[src/rtl/h264_pkg.sv]
// Shared definitions for the H.264 front-end: gate FSM states, macroblock
// geometry and the pad colour used for truncated frames.
package h264_pkg;

    typedef enum logic [1:0] {
        IDLE,
        ACTIVE,
        PAD,
        EOF
    } gate_state_t;

    typedef logic [15:0] res_t;

    localparam int         MB_SIZE       = 16;
    localparam logic [7:0] PAD_Y_DEFAULT = 8'h10;
    localparam logic [7:0] PAD_C_DEFAULT = 8'h80;

endpackage

[src/rtl/h264_xy_counter.sv]
// Raster position counter: column wraps at 'width' and bumps the row;
// 'last' flags the final pixel of a width x height raster.
module h264_xy_counter
    import h264_pkg::*;
(
    input  logic        clk,
    input  logic        reset,
    input  logic        clear,
    input  logic        advance,
    input  logic [15:0] width,
    input  logic [15:0] height,
    output logic [15:0] col,
    output logic [15:0] row,
    output logic        last
);

    res_t col_max;
    res_t row_max;

    assign col_max = width - 16'd1;
    assign row_max = height - 16'd1;
    assign last    = (col == col_max) && (row == row_max);

    // A clear that coincides with an advance counts that pixel as (0,0), so the
    // counter already points at (1,0); every raster is at least one macroblock wide.
    always_ff @(posedge clk) begin
        if (reset) begin
            col <= '0;
            row <= '0;
        end else if (clear) begin
            col <= advance ? 16'd1 : 16'd0;
            row <= '0;
        end else if (advance) begin
            if (col == col_max) begin
                col <= '0;
                row <= row + 16'd1;
            end else begin
                col <= col + 16'd1;
            end
        end
    end

endmodule

[src/rtl/h264_frame_gate.sv]
// Frame gate in front of h264_top: samples enable per frame, crops to whole
// macroblocks and pads truncated frames so each frame is exactly hres_o*vres_o.
module h264_frame_gate #(
    parameter logic [7:0] PAD_Y   = h264_pkg::PAD_Y_DEFAULT,
    parameter logic [7:0] PAD_C   = h264_pkg::PAD_C_DEFAULT,
    parameter int         MB_SIZE = h264_pkg::MB_SIZE
) (
    input  logic        sys_clk_i,
    input  logic        reset_i,
    input  logic        enable_i,
    input  logic [15:0] hres_i,
    input  logic [15:0] vres_i,
    input  logic        frame_start_i,
    input  logic        data_valid_i,
    input  logic [7:0]  data_y_i,
    input  logic [7:0]  data_c_i,
    output logic        frame_start_o,
    output logic        eof_o,
    output logic        data_valid_o,
    output logic [7:0]  data_y_o,
    output logic [7:0]  data_c_o,
    output logic [15:0] hres_o,
    output logic [15:0] vres_o,
    output logic [15:0] frame_cnt_o,
    output logic [15:0] pad_cnt_o,
    output logic [15:0] reject_cnt_o,
    output logic        busy_o
);
    import h264_pkg::*;

    localparam res_t MB_MASK = ~res_t'(MB_SIZE - 1);

    gate_state_t state;
    gate_state_t state_next;

    res_t hin;
    res_t hc;
    res_t vc;
    res_t in_col;
    res_t in_row;
    res_t out_col;
    res_t out_row;
    logic in_last;
    logic out_last;
    logic unused_ok;

    logic accept;
    logic reject;
    logic truncate;
    logic fwd;
    logic pad_emit;
    logic in_adv;

    assign hc = hres_i & MB_MASK;
    assign vc = vres_i & MB_MASK;

    // Only the output raster's last flag and the input column/row are consumed.
    assign unused_ok = &{1'b0, in_last, out_col, out_row};

    h264_xy_counter u_in_pos (
        .clk     (sys_clk_i),
        .reset   (reset_i),
        .clear   (accept),
        .advance (in_adv),
        .width   (hin),
        .height  (vres_o),
        .col     (in_col),
        .row     (in_row),
        .last    (in_last)
    );

    h264_xy_counter u_out_pos (
        .clk     (sys_clk_i),
        .reset   (reset_i),
        .clear   (accept),
        .advance (fwd || pad_emit),
        .width   (hres_o),
        .height  (vres_o),
        .col     (out_col),
        .row     (out_row),
        .last    (out_last)
    );

    always_ff @(posedge sys_clk_i) begin
        if (reset_i) begin
            state <= IDLE;
        end else begin
            state <= state_next;
        end
    end

    always_comb begin
        state_next = state;
        accept     = 1'b0;
        reject     = 1'b0;
        truncate   = 1'b0;
        fwd        = 1'b0;
        pad_emit   = 1'b0;
        in_adv     = 1'b0;
        case (state)
            IDLE: begin
                if (frame_start_i && enable_i) begin
                    if (hc == '0 || vc == '0) begin
                        reject = 1'b1;
                    end else begin
                        accept     = 1'b1;
                        fwd        = data_valid_i;
                        in_adv     = data_valid_i;
                        state_next = ACTIVE;
                    end
                end
            end
            ACTIVE: begin
                // A new start mid-frame wins over any coincident pixel: padding begins at once.
                if (frame_start_i) begin
                    truncate   = 1'b1;
                    pad_emit   = 1'b1;
                    state_next = out_last ? EOF : PAD;
                end else begin
                    in_adv = data_valid_i;
                    fwd    = data_valid_i && (in_col < hres_o) && (in_row < vres_o);
                    if (fwd && out_last) begin
                        state_next = EOF;
                    end
                end
            end
            PAD: begin
                pad_emit = 1'b1;
                if (out_last) begin
                    state_next = EOF;
                end
            end
            EOF: begin
                state_next = IDLE;
            end
            default: begin
                state_next = IDLE;
            end
        endcase
    end

    // eof_o trails the EOF state by one edge so it never overlaps the last pixel.
    always_ff @(posedge sys_clk_i) begin
        if (reset_i) begin
            frame_start_o <= 1'b0;
            eof_o         <= 1'b0;
            data_valid_o  <= 1'b0;
            data_y_o      <= '0;
            data_c_o      <= '0;
            hres_o        <= '0;
            vres_o        <= '0;
            hin           <= '0;
            frame_cnt_o   <= '0;
            pad_cnt_o     <= '0;
            reject_cnt_o  <= '0;
            busy_o        <= 1'b0;
        end else begin
            frame_start_o <= accept;
            eof_o         <= (state == EOF);
            data_valid_o  <= fwd || pad_emit;
            data_y_o      <= pad_emit ? PAD_Y : (fwd ? data_y_i : 8'h00);
            data_c_o      <= pad_emit ? PAD_C : (fwd ? data_c_i : 8'h00);
            busy_o        <= (state_next != IDLE);
            if (accept) begin
                hin    <= hres_i;
                hres_o <= hc;
                vres_o <= vc;
            end
            if (reject) begin
                reject_cnt_o <= reject_cnt_o + 16'd1;
            end
            if (truncate) begin
                pad_cnt_o <= pad_cnt_o + 16'd1;
            end
            if (state == EOF) begin
                frame_cnt_o <= frame_cnt_o + 16'd1;
            end
        end
    end

endmodule

[config.mk]
export PLATFORM = sky130hd
export DESIGN_NAME = h264_frame_gate
export DESIGN_NICKNAME = d
export VERILOG_FILES = /design/src/rtl/h264_pkg.sv /design/src/rtl/h264_xy_counter.sv /design/src/rtl/h264_frame_gate.sv
export SDC_FILE = /design/constraint.sdc
export NUM_CORES = 1
export LEC_CHECK = 0
export CAP_MARGIN = 40
export CORE_UTILIZATION = 35
export DETAILED_ROUTE_END_ITERATION = 6
export MAX_ROUTING_LAYER = met4
export RECOVER_POWER = 25
export SETUP_SLACK_MARGIN = 0.05
export SLEW_MARGIN = 0
export SYNTH_ARGS = -nofsm -noshare
export SYNTH_HDL_FRONTEND = slang
export SYNTH_HIERARCHICAL = 1
export SYNTH_SLANG_ARGS = --single-unit
[constraint.sdc]
create_clock -name sys_clk_i -period 6.7 [get_ports sys_clk_i]
set_input_delay 0.67 -clock sys_clk_i [delete_from_list [all_inputs] [get_ports sys_clk_i]]
set_output_delay 0.67 -clock sys_clk_i [all_outputs]
set_load 0.05 [all_outputs]
**Yosys cells after proc, flatten, opt, wreduce, memory -nomap -nowiden**

Index checks and enable logic that the tools add are counted.

- $add $sub $neg: 10
- Eq/ne operators: 6
- Mux-type cells: 34
- Shift operators: 0
- Bitwise logic cells: 1
- $lt $le $gt $ge: 2
- Multipliers: 0
- Div/mod/pow operators: 0
- Reduce and logical (&&, ||, !) cells: 17

Operators by type and width:

| cell | count |
|---|---|
| 16-bit by 1-bit adder with 16-bit output, second input constant | 7 |
| 16-bit two-way mux | 6 |
| 16-bit == test | 3 |
| 16-bit by 1-bit subtractor with 16-bit output, second input constant | 3 |
| 16-bit logical NOT | 2 |
| 16-bit < comparator | 2 |
| 8-bit two-way mux | 2 |
| 1-bit two-way mux | 15 |
| 2-bit two-way mux | 5 |
| 5-bit two-way mux | 2 |
| 2-bit case mux with 4 select lines | 1 |
| 1-bit case mux with 2 select lines | 3 |
| 2-bit nonzero test | 3 |
| 1-bit logical AND | 5 |
| 2-bit == test, second input constant | 2 |
| 2-bit AND reduction | 2 |
| 3-bit OR reduction | 1 |
| 2-bit by 1-bit == test with 1-bit output, second input constant | 1 |
| 2-bit logical NOT | 1 |
| 1-bit logical OR | 2 |
| 2-bit OR reduction | 1 |
| 1-bit inverter | 1 |

- Latch bits: 0
- Register bits after elaboration: 174
- Input port bits: 53
- Memory bits (read-only): 0
- Memory bits (writable): 0
- Memories kept: 0
- Output and inout port bits: 100

**Logic depth before layout (Yosys ltp)**

- Depth after elaboration: 8
- Mapped depth: 15

**Modules after synthesis**

Netlist, hierarchy kept.

By module, submodules not included:

| module | cells each | area each (um^2) | seq. area each (um^2) | times used |
|---|---|---|---|---|
| h264_xy_counter | 368 | 2857.7 | 640.6 | 2 |
| h264_frame_gate | 513 | 4657.0 | 1961.9 | 1 |

**Least setup slack after synthesis**

Ideal clock, no wire load.

- Path type: register to register
- Start point: register vres_o[4]
- End point: register busy_o
- Period minus slack after synthesis: 3.298 ns
- Stages on the path, launching flop included: 11
- Data arrival time: 3.241 ns
- Setup time: 0.057 ns
- Path slack: 3.402 ns
- Cell sequence: dfxtp_1 -> or4b_1 -> buf_2 -> or4b_1 -> and3_1 -> o31ai_2 -> o221ai_2 -> a2111oi_2 -> nand4_1 -> a2111oi_2 -> or2_2

- Word-level cells in the longest chain between the ends: 8

Ends and longest elaborated chain:

| item | line | text |
|---|---|---|
| start: declaration | h264_frame_gate.sv:23 | `output logic [15:0] vres_o,` |
| start signal: assignment | h264_frame_gate.sv:167 | `vres_o <= vc;` |
| 16-bit by 1-bit subtractor with 16-bit output (*) | h264_xy_counter.sv:21 | `assign row_max = height - 16'd1;` |
| 16-bit == test (*) | h264_xy_counter.sv:22 | `assign last = (col == col_max) && (row == row_max);` |
| 1-bit logical AND (*) | h264_xy_counter.sv:22 |  |
| named net out_last | h264_frame_gate.sv:44 | `logic out_last;` |
| 1-bit logical AND | h264_frame_gate.sv:122 | `if (fwd && out_last) begin` |
| 2-bit two-way mux | h264_frame_gate.sv:122 |  |
| 2-bit two-way mux | h264_frame_gate.sv:115 | `if (frame_start_i) begin` |
| 2-bit case mux with 4 select lines (*) | h264_frame_gate.sv:100 | `case (state)` |
| 2-bit nonzero test (*) | h264_frame_gate.sv:163 | `busy_o <= (state_next != IDLE);` |
| end signal: assignment | h264_frame_gate.sv:163 |  |
| end: declaration | h264_frame_gate.sv:27 | `output logic busy_o` |

Mark *: on every way through the listed nets, which the timed path passes. The rest lies on a longest branch.
A chain may end at the register's enable or synchronous reset.

**Final worst setup path**

- Start point: input port reset_i
- End point: register data_c_o[4]

- Word-level cells in the longest chain between the ends: 1

Ends and longest elaborated chain:

| item | line | text |
|---|---|---|
| start: declaration | h264_frame_gate.sv:9 | `input logic reset_i,` |
| 3-bit OR reduction (no line) | -- |  |
| end signal: assignment | h264_frame_gate.sv:162 | `data_c_o <= pad_emit ? PAD_C : (fwd ? data_c_i : 8'h00);` |
| end: declaration | h264_frame_gate.sv:21 | `output logic [7:0] data_c_o,` |

No other way between the ends.

==> metrics.md <==
| Metric | Value |
|---|---|
| Clock latency on the worst-skew pair | `0.44 ns` |
| Slew Limit Fails | `70` |
| Die Ht | `169.3 um` |
| Final Critical Period | `3.896 ns` |
| Vias | `8557` |
| Clock transition at path regs | `0.08 ns` |
| Slew headroom | `-1.014` |
| Total global routing overflow | `0` |
| RSZ-0062 raised after global routing | `false` |
| Nets@finish | `1382` |
| Hold WC Path Type | `reg -> reg` |
| DP Worst Slack | `2.443 ns` |
| Fmax | `256.7 MHz` |
| Design Area, Final | `12070 um^2` |
| Peak supply drop | `0.1450 mV` |
| Slew @ Worst Pin | `3.021 ns` |
| Std-Cell Rows | `60` |
| Worst reg-to-reg path cell count | `12` |
| Min-delay src | `hin[1]` |
| Post-CTS sizing | `0` |
| R2R setup slack | `2.86 ns` |
| Final Util | `0.4442` |
| Vias in the first global route | `7867` |
| DP Wirelength | `17.80 mm` |
| Cell Area, Placed | `11440 um^2` |
| Largest net degree at the start of global routing | `70` |
| Status | `finished with violations` |
| First-pass GRT wire length | `41.17 mm` |
| Core area | `27180 um^2` |
| Aggregate global-route resource usage | `0.1832` |
| Crit start category | `input port` |
| PwrDens | `207.0 nW/um^2` |
| Clock Skew | `0.01575 ns` |
| Initial core utilization | `0.3605` |
| Class of the most critical setup path | `in -> reg` |
| Worst R2R Start | `hin[8]` |
| DR WL/cell | `15.02 um` |
| CTS max path bufs | `2` |
| Antenna violations before repair | `0` |
| H-tree lvl count | `4` |
| Final Worst Setup Slack | `2.804 ns` |
| Synth Cell Area | `9797 um^2` |
| Reg2reg end | `u_out_pos/col[12]` |
| Yosys warnings | `6` |
| Pleak | `4.870 nW` |
| Synth-to-layout area growth | `23.23%` |
| CTS tree | `built` |
| Die X | `169.3 um` |
| Inserted Diodes | `0` |
| # fillers | `2734` |
| Hold-fix buffers, CTS | `0` |
| CP Data Required Time | `7.03 ns` |
| Root buffer cell | `clkbuf_16` |
| Inserted Clock Buffers | `17` |
| CP max FO | `69` |
| DRC Markers | `0` |
| Worst Setup End Kind | `flop` |
| Max Cap Violations | `1` |
| Final hold slack | `0.4848 ns` |
| Final setup viols | `0` |
| DIE AREA | `28660 um^2` |
| Sum Neg Setup Slack | `0 ns` |
| Clk sink count | `162` |
| TritonRoute pass-1 iters | `5` |
| Sink of the worst hold path | `hin[1]` |
| Port bufs | `140` |
| Antenna viol nets, final | `0` |
| Vias per cell | `5.100` |
| Period utilization | `0.5814` |
| Failing checks | `max-capacitance violations, max-slew violations` |
| Layout cells sized above 1 | `0.06279` |
| Final Hold Fails | `0` |
| Hold Path Stages | `2` |
| Io pins | `153` |
| Post-Route WL | `25.20 mm` |
| Post-Syn Instances | `1164` |
| Mean Syn Cell Area | `8.417 um^2` |
| GP Congestion | `0.8240` |
| 1st-iter DRT viols | `452` |
| Worst Path Arrival | `4.23 ns` |
| Postcts setup bufs | `0` |
-- layout by cell type, fill, tap and decap left out, types with 5 or more instances in the layout --
cell and instances:
a211o_1 5, a21oi_1 26, and2_1 23, and3_1 25, and4_1 20, buf_4 6
clkbuf_16 17, clkdlybuf4s50_1 108, clkinv_8 8, conb_1 38, dfxtp_1 162, dlygate4sd3_1 31
ha_1 36, inv_1 45, mux2i_1 61, nand2_1 93, nand2b_1 8, nand3_1 49
nand4_1 54, nor2_1 146, nor3_1 26, nor3b_1 9, nor4_1 12, nor4_2 6
o211ai_1 5, o21ai_0 20, or2_2 7, or3_1 49, or4_1 7, xnor2_1 47
xor2_1 70
-- how the worst max path moves through the flow --
| stage | from | end | slack [ns] | cells after the start |
|---|---|---|---|---|
| floorplan | vres_o[4] | busy_o | 3.44 | 10 |
| global placement | vres_i[11] | u_out_pos/col[14] | 2.43 | 13 |
| detailed placement | vres_i[11] | u_out_pos/col[14] | 2.44 | 13 |
| CTS | hin[4] | busy_o | 2.83 | 9 |
| global route | reset_i | data_y_o[6] | 2.30 | 4 |
| finish | reset_i | data_c_o[4] | 2.80 | 4 |
-- report_power, final --
part	internal [mW]	total, mW	switching [mW]
sequential	0.985	1.02	0.0392
clock	0.513	1.01	0.496
combinational	0.173	0.465	0.292
-- registers in the layout, indices dropped and copies added, names as in the netlist --
name           cells
u_out_pos/row     16
u_in_pos/col      16
frame_cnt_o       16
state              2
busy_o             1
frame_start_o      1
u_in_pos/row      16
hin               16
data_c_o           8
vres_o            12
pad_cnt_o         16
data_valid_o       1
data_y_o           8
reject_cnt_o      16
u_out_pos/col     16
eof_o              1
-- per-stage QoR --
stage                     instances  power [mW]
final                          1678       2.499
after global routing           1678       2.614
after CTS                      1678       2.528
after detailed placement       1646       1.512
after global placement         1644       1.506
after floorplan                1201       1.389
-- critical path: stages --
cell,delay (ns)
buf_4,0.45
clkbuf_1,2.18
nor3_2,0.51
and2_1,0.38
-- layout make-up --
type / instances / area (um^2) / share of cell area
clock buffer: 17 / 425.4 / 0.03524
clock inverter: 15 / 206.4 / 0.01710
inverter: 45 / 168.9 / 0.01399
multi-input combinational: 919 / 6101 / 0.5053
sequential: 162 / 3243 / 0.2686
tap: 372 / 465.4 / 0.03855
timing repair buffer: 148 / 1463 / 0.1212
-- per-layer routing --
metal / up-vias / track usage / part of all wire
met4: 0 / 0.04661 / 0.0089
li1: 4309 / - / -
met3: 17 / 0.04268 / 0.060
met2: 215 / 0.2752 / 0.44
met1: 4016 / 0.2464 / 0.49
met5: - / - / 0
No activity file was read; power rests on OpenSTA's default activity.
